--- src/rtl/conv2d_stream_systolic.sv ---
// Streaming KxK valid-window correlation: line buffers + window + product/sum stages, 2-cycle accept-to-output latency.
// A held output (out_valid && !out_ready) freezes every stage and drops pix_ready, so nothing is lost or repeated.
module conv2d_stream_systolic #(
    parameter int DATA_W = 8,
    parameter int K      = 3,
    parameter int IMG_W  = 4,
    parameter int IMG_H  = 4,
    parameter int OUT_W  = 8,
    parameter int SAT    = 1
) (
    input  logic              clk,
    input  logic              rst,
    input  logic              start,
    input  logic              reuse_coef,
    input  logic              coef_valid,
    input  logic [DATA_W-1:0] coef_data,
    output logic              coef_ready,
    input  logic              pix_valid,
    input  logic [DATA_W-1:0] pix_data,
    output logic              pix_ready,
    output logic              out_valid,
    output logic [OUT_W-1:0]  out_data,
    input  logic              out_ready,
    output logic              out_last,
    output logic              busy,
    output logic              done
);
    localparam int NC    = K * K;
    localparam int ACC_W = 2 * DATA_W + $clog2(NC);
    localparam int CIW   = $clog2(NC);
    localparam int XW    = $clog2(IMG_W);
    localparam int YW    = $clog2(IMG_H);

    typedef enum logic [1:0] {IDLE, LOAD, RUN, DRAIN} state_t;
    state_t state, state_nx;

    logic [DATA_W-1:0]   coef [NC];
    logic [CIW-1:0]      coef_idx;
    logic [XW-1:0]       col;
    logic [YW-1:0]       row;
    logic [DATA_W-1:0]   lb   [K-1][IMG_W];
    logic [DATA_W-1:0]   win  [K][K];
    logic [2*DATA_W-1:0] prod [K][K];
    logic                win_vld, win_last, prod_vld, prod_last;
    logic                stall, coef_acc, pix_acc, frame_start;
    logic                last_coef, last_pix, win_done, drain_done;
    logic [ACC_W-1:0]    sum_c;
    logic [ACC_W+OUT_W-1:0] ext_c;
    logic [OUT_W-1:0]    red_c;

    assign stall       = out_valid && !out_ready;
    assign coef_acc    = coef_valid && coef_ready;
    assign pix_acc     = pix_valid && pix_ready;
    assign frame_start = (state == IDLE) && start;
    assign last_coef   = int'(coef_idx) == NC - 1;
    assign last_pix    = (int'(row) == IMG_H - 1) && (int'(col) == IMG_W - 1);
    assign win_done    = (int'(row) >= K - 1) && (int'(col) >= K - 1);
    assign drain_done  = !win_vld && !prod_vld && (!out_valid || out_ready);

    always_ff @(posedge clk or posedge rst) begin
        if (rst) state <= IDLE;
        else     state <= state_nx;
    end

    always_comb begin
        state_nx   = state;
        coef_ready = 1'b0;
        pix_ready  = 1'b0;
        busy       = (state != IDLE);
        case (state)
            IDLE:  if (start) state_nx = reuse_coef ? RUN : LOAD;
            LOAD: begin
                coef_ready = 1'b1;
                if (coef_valid && last_coef) state_nx = RUN;
            end
            RUN: begin
                pix_ready = !stall;
                if (pix_valid && !stall && last_pix) state_nx = DRAIN;
            end
            DRAIN: if (drain_done) state_nx = IDLE;
            default: state_nx = IDLE;
        endcase
    end

    always_ff @(posedge clk or posedge rst) begin
        if (rst) begin
            coef_idx <= '0;
            row      <= '0;
            col      <= '0;
            done     <= 1'b0;
            for (int i = 0; i < NC; i++) coef[i] <= '0;
        end else begin
            done <= (state == DRAIN) && drain_done;
            if (frame_start) begin
                coef_idx <= '0;
                row      <= '0;
                col      <= '0;
            end
            if (coef_acc) begin
                coef[coef_idx] <= coef_data;
                coef_idx       <= last_coef ? '0 : coef_idx + CIW'(1);
            end
            if (pix_acc) begin
                if (int'(col) == IMG_W - 1) begin
                    col <= '0;
                    row <= row + YW'(1);
                end else begin
                    col <= col + XW'(1);
                end
            end
        end
    end

    // Line buffer i holds row (r-K+1+i) of the image; each accepted pixel pushes one column into the window.
    always_ff @(posedge clk or posedge rst) begin
        if (rst) begin
            for (int i = 0; i < K - 1; i++)
                for (int x = 0; x < IMG_W; x++) lb[i][x] <= '0;
            for (int i = 0; i < K; i++)
                for (int j = 0; j < K; j++) win[i][j] <= '0;
        end else if (frame_start) begin
            for (int i = 0; i < K - 1; i++)
                for (int x = 0; x < IMG_W; x++) lb[i][x] <= '0;
            for (int i = 0; i < K; i++)
                for (int j = 0; j < K; j++) win[i][j] <= '0;
        end else if (pix_acc) begin
            for (int i = 0; i < K; i++)
                for (int j = 0; j < K - 1; j++) win[i][j] <= win[i][j+1];
            for (int i = 0; i < K - 1; i++) win[i][K-1] <= lb[i][col];
            win[K-1][K-1] <= pix_data;
            for (int i = 0; i < K - 2; i++) lb[i][col] <= lb[i+1][col];
            lb[K-2][col] <= pix_data;
        end
    end

    always_comb begin
        sum_c = '0;
        for (int i = 0; i < K; i++)
            for (int j = 0; j < K; j++) sum_c = sum_c + ACC_W'(prod[i][j]);
        ext_c = (ACC_W + OUT_W)'(sum_c);
        red_c = ext_c[OUT_W-1:0];
        if (SAT != 0 && (ext_c >> OUT_W) != '0) red_c = '1;
    end

    always_ff @(posedge clk or posedge rst) begin
        if (rst) begin
            win_vld   <= 1'b0;
            win_last  <= 1'b0;
            prod_vld  <= 1'b0;
            prod_last <= 1'b0;
            out_valid <= 1'b0;
            out_last  <= 1'b0;
            out_data  <= '0;
            for (int i = 0; i < K; i++)
                for (int j = 0; j < K; j++) prod[i][j] <= '0;
        end else if (!stall) begin
            win_vld   <= pix_acc && win_done;
            win_last  <= pix_acc && last_pix;
            prod_vld  <= win_vld;
            prod_last <= win_last;
            if (win_vld)
                for (int i = 0; i < K; i++)
                    for (int j = 0; j < K; j++)
                        prod[i][j] <= (2*DATA_W)'(win[i][j]) * (2*DATA_W)'(coef[i*K+j]);
            out_valid <= prod_vld;
            out_last  <= prod_vld && prod_last;
            if (prod_vld) out_data <= red_c;
        end
    end
endmodule

--- config.mk ---
export PLATFORM = sky130hd
export DESIGN_NAME = conv2d_stream_systolic
export DESIGN_NICKNAME = d
export VERILOG_FILES = /design/src/rtl/conv2d_stream_systolic.sv
export SDC_FILE = /design/constraint.sdc
export NUM_CORES = 2
export LEC_CHECK = 0
export ABC_AREA = 1
export BUFFER_PORTS_ARGS = -buffer_cell sky130_fd_sc_hd__buf_2
export CAP_MARGIN = 20
export CORE_AREA = 5 5 296 298
export CTS_CLUSTER_DIAMETER = 120
export DETAILED_ROUTE_END_ITERATION = 8
export DIE_AREA = 0 0 301 303
export HOLD_SLACK_MARGIN = 0.08
export PLACE_DENSITY = 0.65
export SETUP_SLACK_MARGIN = 0.4
export SLEW_MARGIN = 20
export SYNTH_ARGS = -nofsm -noshare
export SYNTH_HDL_FRONTEND = slang
export SYNTH_SLANG_ARGS = --single-unit
--- constraint.sdc ---
create_clock -name clk -period 41 [get_ports clk]
set_input_delay 8.2 -clock clk [delete_from_list [all_inputs] [get_ports clk]]
set_output_delay 8.2 -clock clk [all_outputs]
set_load 0.01 [all_outputs]
After elaboration in Yosys (flattened, before gate mapping)
Index checks and enable logic that the tools add are counted.
{"block": "op_classes", "eq_ne": 10, "n_reduce_logical": 31, "multipliers": 9, "bitwise_logic": 3, "magnitude_cmp": 6, "addsub": 11, "mux": 35}
{"operator": "multiplier 8 x 8 -> 16 bit", "n": 9}
{"operator": "2-to-1 mux 72 bit", "n": 2}
{"operator": "2-to-1 mux 64 bit", "n": 2}
{"operator": "adder 20 x 16 -> 20 bit", "n": 4}
{"operator": "bitwise mux 72 bit", "n": 1}
{"operator": "bitwise mux 32 bit", "n": 2}
{"operator": "2-to-1 mux 8 bit", "n": 7}
{"operator": "binary-select mux 8 bit (select 2 bit)", "n": 2}
{"operator": "demux 8 bit (select 4 bit)", "n": 1}
{"operator": "nonzero test 28 bit", "n": 1}
{"operator": "2-to-1 mux 2 bit", "n": 11}
{"operator": "adder 19 x 16 -> 20 bit", "n": 1}
{"operator": "adder 18 x 16 -> 19 bit", "n": 1}
{"operator": "adder 17 x 16 -> 18 bit", "n": 1}
{"operator": "adder 16 x 16 -> 17 bit", "n": 1}
{"operator": "logical AND 1 bit", "n": 17}
{"operator": "demux 8 bit (select 2 bit)", "n": 1}
{"operator": "2-to-1 mux 4 bit", "n": 3}
{"operator": "inequality test 2 bit, second input constant", "n": 4}
{"operator": "one-hot mux 2 bit (4 select lines)", "n": 1}
{"operator": "equality test 2 x 1 -> 1 bit, second input constant", "n": 3}
{"operator": "nonzero test 2 bit", "n": 3}
{"operator": "greater-or-equal comparator 5 bit, second input constant", "n": 1}
{"operator": "logical NOT 1 bit", "n": 5}
{"operator": "other kinds (16)", "n": 21}
{"block": "totals", "input_bits": 23, "reg_bits": 377, "out_inout_bits": 14, "elab_cells": 152}

Longest topological paths before layout
{"block": "logic_depth", "word_depth": 10, "ltp_mapped": 23}

Worst setup path after synthesis
No wires, ideal clock.
{"block": "synth_timing", "kind": "input to output", "from": "input out_ready", "to": "output pix_ready", "path_stages": 4, "n_path_buf": 1, "path_slack_ns": 24.107, "t_arrival_ns": 8.693, "path_cell_list": "or2_1 > buf_4 > inv_4 > nor2_4"}
{"block": "synth_between", "elab_chain_len": 4}
{"element": "start: declaration", "line_no": "23", "source": "input logic out_ready,"}
{"element": "logical NOT 1 bit", "line_no": "51", "source": "assign stall = out_valid && !out_ready;"}
{"element": "logical AND 1 bit", "line_no": "51"}
{"element": "logical NOT 1 bit"}
{"element": "2-to-1 mux 1 bit", "line_no": "70", "source": "case (state)"}
{"element": "end: declaration", "line_no": "20", "source": "output logic pix_ready,"}
No other way between the ends.

Final worst setup path
Ends and elaborated chain as after synthesis.

==> tab_implementation.tex <==
\begin{tabular}{lr}
\hline
Metric & Value \\
\hline
\multicolumn{2}{l}{\textbf{Critical path}} \\
CP max stage delay & 0.35 ns \\
Crit path max fanout & 9 \\
Flop2flop setup slack & around 36 ns \\
Ordered list of cells on the worst path & buf\_2 > or2\_1 > inv\_4 > nor2\_4 > buf\_2 \\
Data arrival time of the worst path & 8.96 ns \\
R2R depth & 19 \\
Reg-to-reg endpoint & out\_data[2] \\
Timing endpoint of the critical path & pix\_ready \\
Crit-path slowest cell & or2\_1 \\
RR Startpoint & prod[76] \\
Critical path required time & about 33 ns \\
Worst setup path startpoint & out\_ready \\
Cell occurring most often along the worst timing path & buf\_2 \\
Kind of end point of the critical path & output pin \\
Startpoint class of the critical path & input pin \\
Class of the most critical setup path & in -> out \\
\multicolumn{2}{l}{\textbf{Route}} \\
Wire length per cell & between 15 and 20 um \\
Remaining DRCs & 0 \\
Final wirelength & approximately 96000 um \\
Vias & about 29k \\
Via density per instance & 5.02 \\
Drt initial violations & between 2k and 2.5k \\
Post-DRT Antenna Nets & 0 \\
Number of search-and-repair iterations in the first detailed-routing pass & 5 \\
\multicolumn{2}{l}{\textbf{Global routing}} \\
Maximum number of pins on one net before global-route repair & approximately 110 \\
Met3 track utilization from global routing & 0.0323 \\
Total GRT Usage & 0.214 \\
GRT Residual Overflow & 0 \\
Busiest layer in global routing & met2 \\
Number of global-route vias before repair & 28.5k \\
Antenna violations before repair & 0 \\
Global-route wire length before repair & around 160000 um \\
Met1 usage & 0.300 \\
M2 GR Usage & 0.349 \\
\multicolumn{2}{l}{\textbf{Yosys}} \\
Flop and latch count out of synthesis & roughly 380 \\
Proportion of register bits with asynchronous set or reset after synthesis & 1.00 \\
Sequential cell area fraction in the yosys report & 0.250 \\
Number of enable-type register cells in the synthesized netlist & 0 \\
Post-synth top area share & 0.250 \\
Top post-synthesis cells by area & dfrtp\_1 (25\%), fa\_1 (23\%), ha\_1 (12\%) \\
Library cell occupying the most area in the post-synthesis netlist & dfrtp\_1 \\
Number of distinct library cells after synthesis & 47 \\
Dominant cell by count in the synthesized netlist & nand2\_1 \\
Cell count after synthesis & 4698 \\
Synthesized area per cell & $\sim$8 sq um \\
Number of nets produced by synthesis & 5515 \\
Cell area after synthesis & around 38000 sq um \\
Syn. warnings & 0 \\
Main synth FF type & dfrtp\_1 \\
Synth top cells by count & nand2\_1 (1175), inv\_1 (1084), fa\_1 (434) \\
\multicolumn{2}{l}{\textbf{Floorplanning}} \\
Std-Cell Core Area & between 80000 and 90000 sq um \\
IO Count & 37 \\
Horizontal extent of the die & roughly 300 um \\
FP Rows & approximately 110 \\
Die Footprint & between 90000 and 100000 sq um \\
Die H & around 300 um \\
Initial standard-cell utilization of the core & 0.447 \\
\multicolumn{2}{l}{\textbf{CTS}} \\
Postcts setup bufs & 0 \\
Count of clock tree sinks & between 300 and 400 \\
Clock Latency Late Sink & 0.60 ns \\
H-tree lvl count & 2 \\
Clock root buffer master & clkbuf\_16 \\
TritonCTS clock tree & yes \\
Hold buffer count at CTS & 0 \\
Number of buffers created by CTS & 45 \\
Post-CTS resize count & 0 \\
CTS max path bufs & 3 \\
Clock transition at the registers of the reported paths & about 0.06 ns \\
\multicolumn{2}{l}{\textbf{Cells and area}} \\
Net total in the final layout & approximately 5.4k \\
Area added between synthesis and finish & 6.13\% \\
Post-layout util & 0.474 \\
Fillcell total & roughly 8.3k \\
Fraction of layout cells with a size suffix above 1 & 0.0454 \\
\multicolumn{2}{l}{\textbf{STA}} \\
Total Negative Setup Slacks & 0 ns \\
Max\_slew headroom & 0.301 \\
Final Hold Fails & 0 \\
Worst path setup slack after routing & between 20 and 25 ns \\
Number of max-slew violations in the final report & 0 \\
Post-Route Skew & just over 0.03 ns \\
Final setup violating endpoints & 0 \\
Highest Clock Rate & roughly 58 MHz \\
Final Critical Period & 17.16 ns \\
Post-route fraction of the period consumed by the critical path & 0.419 \\
Slew at the pin closest to its max-slew limit & between 1 and 1.5 ns \\
Setup repair after global routing missed its margin & false \\
\multicolumn{2}{l}{\textbf{Placed design}} \\
Placement Setup Slack & roughly 24 ns \\
Placed wire-length estimate after detailed placement & between 70000 and 80000 um \\
Final RePlAce weighted congestion & just over 0.9 \\
Port buffer count & 36 \\
\multicolumn{2}{l}{\textbf{Power}} \\
Combinational share of power & 0.446 \\
Total power of the final layout & approximately 1.8 mW \\
Maximum VDD drop & about 0.058 mV \\
Power density over cell area & roughly 44 nW/um\^{}2 \\
Internal power component & 0.953 mW \\
Clock power frac & 0.233 \\
Fraction of power consumed by sequential logic & 0.320 \\
Fraction of power spent switching nets & 0.466 \\
Switching power total & 0.831 mW \\
Pleak & about 23 nW \\
\multicolumn{2}{l}{\textbf{Run}} \\
Maximum Capacitance Violations & 0 \\
\multicolumn{2}{l}{\textbf{Status}} \\
Run status & completed \\
\multicolumn{2}{l}{\textbf{Worst hold path}} \\
Hold/Removal Path Class & reg -> reg \\
\hline
\end{tabular}
## how the worst min path moves through the flow
stage              from  endpoint  slack [ns]  cells past startpoint
3_3_place_gp   prod[36]  prod[36]        0.47                      2
4_1_cts        prod[87]  prod[87]        0.49                      2
6_report       prod[20]  prod[20]        0.49                      2
5_1_grt        prod[36]  prod[36]        0.49                      2
3_5_place_dp   prod[87]  prod[87]        0.47                      2
2_1_floorplan  prod[20]  prod[20]        0.45                      2
## critical path: cells and delay by family
| kind | cells | cell delay, ns |
|---|---|---|
| buffers and inverters | 3 | 0.36 |
| AND/OR/NAND/NOR | 2 | 0.40 |
## registers in the layout, indices dropped and copies added (netlist names)
register / flops
coef: 72
coef_idx: 4
col: 2
done: 1
lb: 64
out_data: 8
out_last: 1
out_valid: 1
prod: 144
prod_last: 1
prod_vld: 1
row: 2
state: 2
win: 72
win_last: 1
win_vld: 1
## routing by layer
metal / share of wire / vias to the layer above
li1: - / 14000
met1: 0.45 / 14000
met2: 0.46 / 730
met3: 0.055 / 127
met4: 0.031 / 0
met5: 0 / -
## through the flow
step | hold slack [ns] | cell area, sq um | std cells
6_report | 0.487 | 40100 | 5749
3_5_place_dp | 0.473 | 38600 | 5666
5_1_grt | 0.494 | 40100 | 5747
4_1_cts | 0.488 | 40100 | 5747
3_3_place_gp | 0.466 | 38600 | 5666
2_1_floorplan | 0.453 | 37800 | 4698
## power groups by stage
stage / Sequential (mW) / Combinational [mW] / Clock, mW
final: 0.572 / 0.796 / 0.416
after global routing: 0.582 / 0.917 / 0.438
after CTS: 0.569 / 0.800 / 0.423
after detailed placement: 0.575 / 0.796 / 0
after global placement: 0.573 / 0.783 / 0
after floorplan: 0.461 / 0.687 / 0
## cell families after synthesis
family | synth area share
simple gates | 0.168
buf+inv | 0.133
fa+ha+maj | 0.349
compound gates | 0.0880
flops | 0.250
xor+xnor | 0.0116
mux | 0.000265
## final cells by class
type / instances / area, sq um / share of cell area
tap: 1144 / 1430 / 0.0357
antenna: 2 / 5.00 / 0.000125
clock buffer: 61 / 1290 / 0.0321
clock inverter: 20 / 244 / 0.00608
timing repair buffer: 48 / 270 / 0.00674
multi-input combinational: 3003 / 23300 / 0.581
inverter: 1094 / 4120 / 0.103
sequential: 377 / 9430 / 0.235
## layout by cell type, fill, tap and decap left out, drive strengths merged, types with 9 or more instances in the layout
master	n
nand2	1195
inv	1091
fa	434
dfrtp	377
ha	360
o21ai	310
nand3	174
a21oi	135
nor2	122
o22ai	74
clkbuf	61
buf	48
or2	41
xor2	30
a31oi	25
xnor2	20
o21bai	18
clkinv	16
nand4	12
a221oi	10
nor3	9
No activity file was read; power rests on OpenSTA's default activity.
